==> config.mk <==
export PLATFORM = sky130hd
export DESIGN_NAME = regfile_wb_arbiter
export DESIGN_NICKNAME = d
export VERILOG_FILES = /design/src/rtl/regfile_wb_arbiter.sv
export SDC_FILE = /design/constraint.sdc
export NUM_CORES = 1
export LEC_CHECK = 0
export CAP_MARGIN = 20
export CORE_MARGIN = 4
export CORE_UTILIZATION = 37
export DETAILED_ROUTE_END_ITERATION = 10
export PLACE_DENSITY = 0.79
export SLEW_MARGIN = 40
export SYNTH_ARGS = -nofsm -noshare
export SYNTH_HDL_FRONTEND = slang
export SYNTH_SLANG_ARGS = --single-unit
==> constraint.sdc <==
create_clock -name clock -period 1.6 [get_ports clock]
set_input_delay 0.24 -clock clock [delete_from_list [all_inputs] [get_ports clock]]
set_output_delay 0.24 -clock clock [all_outputs]
set_load 0.01 [all_outputs]
==> src/rtl/regfile_wb_arbiter.sv <==
// Round-robin arbiter that shares the register-file write port between the ALU (A)
// and load/mul-div (B) writeback paths. It also provides read-hazard flags and a stall counter.
module regfile_wb_arbiter #(
    parameter int rnum_width = 5,
    parameter int data_width = 32,
    parameter int cnt_width  = 16
) (
    input  logic                  clock,
    input  logic                  reset,
    input  logic                  a_valid,
    input  logic [rnum_width-1:0] a_rd,
    input  logic [data_width-1:0] a_data,
    output logic                  a_ready,
    input  logic                  b_valid,
    input  logic [rnum_width-1:0] b_rd,
    input  logic [data_width-1:0] b_data,
    output logic                  b_ready,
    output logic [rnum_width-1:0] rd,
    output logic [data_width-1:0] data,
    output logic                  write,
    input  logic [rnum_width-1:0] q_r1,
    input  logic [rnum_width-1:0] q_r2,
    output logic                  hazard1,
    output logic                  hazard2,
    output logic [cnt_width-1:0]  stall_count
);

    typedef enum logic {
        PRIO_A = 1'b0,
        PRIO_B = 1'b1
    } prio_e;

    prio_e                 prio_q, prio_d;
    logic                  write_q, write_d;
    logic [rnum_width-1:0] rd_q, rd_d;
    logic [data_width-1:0] data_q, data_d;
    logic [cnt_width-1:0]  stall_count_q, stall_count_d;

    logic                  grant;
    logic                  stall;
    logic [rnum_width-1:0] grant_rd;
    logic [data_width-1:0] grant_data;

    // While reset is high, no request is granted. When both sides are valid, the pointer decides.
    always_comb begin
        a_ready = 1'b0;
        b_ready = 1'b0;
        if (!reset) begin
            if (a_valid && (!b_valid || prio_q == PRIO_A)) begin
                a_ready = 1'b1;
            end else if (b_valid) begin
                b_ready = 1'b1;
            end
        end
    end

    always_comb begin
        grant      = a_ready || b_ready;
        grant_rd   = b_ready ? b_rd   : a_rd;
        grant_data = b_ready ? b_data : a_data;
        stall      = (a_valid && !a_ready) || (b_valid && !b_ready);

        prio_d        = prio_q;
        write_d       = 1'b0;
        rd_d          = rd_q;
        data_d        = data_q;
        stall_count_d = stall_count_q;

        if (a_ready) begin
            prio_d = PRIO_B;
        end else if (b_ready) begin
            prio_d = PRIO_A;
        end

        // Writes to $zero are accepted but never reach the register file.
        if (grant && grant_rd != '0) begin
            write_d = 1'b1;
            rd_d    = grant_rd;
            data_d  = grant_data;
        end

        if (stall && stall_count_q != {cnt_width{1'b1}}) begin
            stall_count_d = stall_count_q + 1'b1;
        end
    end

    always_ff @(posedge clock) begin
        if (reset) begin
            prio_q        <= PRIO_A;
            write_q       <= 1'b0;
            rd_q          <= '0;
            data_q        <= '0;
            stall_count_q <= '0;
        end else begin
            prio_q        <= prio_d;
            write_q       <= write_d;
            rd_q          <= rd_d;
            data_q        <= data_d;
            stall_count_q <= stall_count_d;
        end
    end

    // A register is in flight if it is requested by either side or sits in the output stage.
    always_comb begin
        hazard1 = (q_r1 != '0) && ((a_valid && a_rd == q_r1) ||
                                   (b_valid && b_rd == q_r1) ||
                                   (write_q && rd_q == q_r1));
        hazard2 = (q_r2 != '0) && ((a_valid && a_rd == q_r2) ||
                                   (b_valid && b_rd == q_r2) ||
                                   (write_q && rd_q == q_r2));
    end

    assign write       = write_q;
    assign rd          = rd_q;
    assign data        = data_q;
    assign stall_count = stall_count_q;

endmodule

==> flow_summary.json <==
{
  "powerDensity_nw_per_um2": 636.4,
  "overflow": 0,
  "antenna_found_initial": 0,
  "startpoint": "rd[1]",
  "first_global_vias": 3726,
  "grt_setup_unrepaired": "yes",
  "setup_viol": 22,
  "numPortBuffers": 145,
  "violations": "negative setup slack",
  "placedCellCount": 645,
  "post-route-drc-count": 0,
  "drtIter0Drc": 117,
  "synth_nets": 452,
  "die_area_um2": 9912,
  "post-route-min-period_ns": 1.830,
  "ys_ff_latch": 55,
  "worstSetupPathType": "reg2out",
  "ys.warnings.count": 0,
  "required_ns": 1.36,
  "globalplace.congestion": 0.9903,
  "status": "finished with violations",
  "layout.nets": 659,
  "fmax_ghz": 0.5463,
  "area_growth_pct": 89.63,
  "clock_latency_ns": 0.31,
  "worst_pin_slew_ns": 0.3809,
  "cp-start-kind": "flip-flop",
  "diodes": 0,
  "async_flop_share_pct": 0,
  "die_h_um": 99.56,
  "grt_max_degree": 25,
  "cts_buffers": 5,
  "seq_area_frac_synth_pct": 35.50,
  "netlist_area_um2": 3102,
  "routed_wl_um": 11500,
  "synth_edf_count": 0,
  "syn-instance-count": 363,
  "yosys.area_share.simple_pct": 24.53,
  "synth_compound_area_share_pct": 22.03,
  "maxSlewViolCount": 0,
  "start_util_pct": 37.94,
  "via_per_inst": 5.254,
  "cp.arrival_ns": 1.59,
  "timing.final.crit_share_pct": 114.4,
  "ys_types": 35,
  "fin_setup_tns_ns": -2.266,
  "dr_wl_met3_um": 676,
  "r2r-end": "stall_count[7]",
  "vias": 3552,
  "cap_violations": 0,
  "grtUsageTotal_pct": 22.38,
  "root_buffer": "clkbuf_8",
  "ys.flop_type": "dfxtp_1",
  "final_common_cell": "clkdlybuf4s50_1",
  "holdBufCountCts": 0,
  "synthXorXnorAreaFrac_pct": 11.01,
  "wl_met1_um": 4586,
  "rows": 33,
  "num_io_pins": 146,
  "first_pass_iters": 4,
  "wl_met2_um": 6044,
  "post-route-worst-setup-slack_ns": -0.2303,
  "endpoint_kind": "output port",
  "place_ws_ns": -0.9152,
  "yosys.area_share.adder_pct": 0.7664,
  "coreArea_um2": 8175,
  "cp_max_fo": 3,
  "hpwl_um": 7887,
  "r2r-start": "stall_count[1]",
  "maxUsedRoutingLayer": "met4",
  "layoutNonFillerInstCount": 676,
  "drive_above_1_share_pct": 36.43,
  "cts_tree": "done",
  "path_clk_slew_ns": 0.10,
  "layout_common_cells": "clkdlybuf4s50_1, nand2_1, buf_4, dfxtp_1, a311oi_2",
  "htree_levels": 2,
  "cts.path.max_buffers": 2,
  "worstRegToRegCells": 6,
  "drtAntennaViolNets": 0,
  "avgSynthCellArea_um2": 8.545,
  "fin_skew_ns": 0.008661,
  "setup.worst_path.end": "hazard1",
  "hold_path.class": "in2reg",
  "cts.sinks": 55,
  "hold_violations": 0,
  "fp.dieW_um": 99.56,
  "wl_per_cell_um": 17.01,
  "maxSlewHeadroom_pct": 74.61,
  "synth_top_family_by_area": "simple AND/OR/NAND/NOR gates",
  "ir_drop_mv": 0.4378,
  "fin_util_pct": 71.95,
  "grt_pass1_wl_um": 17970,
  "r2r_setup_slack_ns": -0.02,
  "synthMuxAreaShare_pct": 1.936,
  "p_leak_nw": 2.394
}
[metrics by stage]
stage / power, W / instance area, µm² / hold slack (ns)
global route: 0.003919 / 5882 / 0.3084
floorplan: 0.002034 / 3105 / 0.3916
detailed placement: 0.002644 / 5010 / 0.5233
finish: 0.003743 / 5882 / 0.3030
CTS: 0.003738 / 5742 / 0.2796
global placement: 0.002621 / 5010 / 0.5091
[worst min-delay path by stage]
| stage | startpoint | endpoint | slack, ns | cells past startpoint |
|---|---|---|---|---|
| 5_1_grt | reset | stall_count[5] | 0.31 | 3 |
| 2_1_floorplan | a_valid | prio_q | 0.39 | 2 |
| 6_report | reset | stall_count[6] | 0.30 | 3 |
| 3_5_place_dp | data[21] | data[21] | 0.52 | 2 |
| 3_3_place_gp | stall_count[9] | stall_count[9] | 0.51 | 1 |
| 4_1_cts | reset | stall_count[4] | 0.28 | 3 |
[critical path, cell delays in order (launching register included)]
cell and delay (ns):
dfxtp_2 0.36, xor2_1 0.18, nor4_2 0.32, nand3_1 0.15, a21oi_2 0.14, buf_2 0.14
[power breakdown]
group          leakage, nW  switching [W]  internal [W]
registers            0.461      0.0000856       0.00146
clock network       0.0461       0.000494      0.000318
logic                 1.89       0.000585      0.000798
total                 2.39        0.00116       0.00258
[registers in the layout, summed over array words and instances (netlist names)]
name and cells:
data 32, prio_q 1, rd 5, stall_count 16, write 1
[metal layers]
metal  track usage [%]  up-vias
met4             6.723        0
met5                 0        -
li1                  -     1700
met3             4.418       21
met2             41.43      124
met1             25.84     1707
[timing repair]
item,CTS,global route
pin swaps,20,18
buffers inserted,12,4
gates resized for setup,149,40
gates cloned,10,0
endpoints found under the setup margin,58,66
[synthesized netlist by cell type (6+ instances only)]
cell | number | area (µm²)
mux2i_1 | 6 | 60.06
a21oi_1 | 9 | 45.04
xnor2_1 | 20 | 175.2
nor3_1 | 11 | 55.05
xor2_1 | 19 | 166.4
buf_2 | 6 | 30.03
clkbuf_1 | 9 | 33.78
nor2_1 | 55 | 206.5
a311oi_2 | 32 | 480.5
and3_1 | 6 | 37.54
nand3_1 | 8 | 40.04
nand2_1 | 79 | 296.5
dfxtp_1 | 55 | 1101
[cells by family after synthesis]
logic type / count (synthesis)
AO/OA/AOI/OAI: 60
XOR/XNOR: 39
adder cells (fa/ha/maj): 2
buffers and inverters: 23
flip-flops: 55
multiplexers: 6
AND/OR/NAND/NOR: 178
[layout make-up]
type,instances,area (µm²)
Timing Repair Buffer,221,2333
Fill cell,574,2293
Multi-Input combinational cell,285,2183
Sequential cell,55,1134
Tap cell,105,131.4
Clock buffer,5,68.82
Clock inverter,3,23.77
Inverter,2,7.507
(Power assumes the default switching activity.)
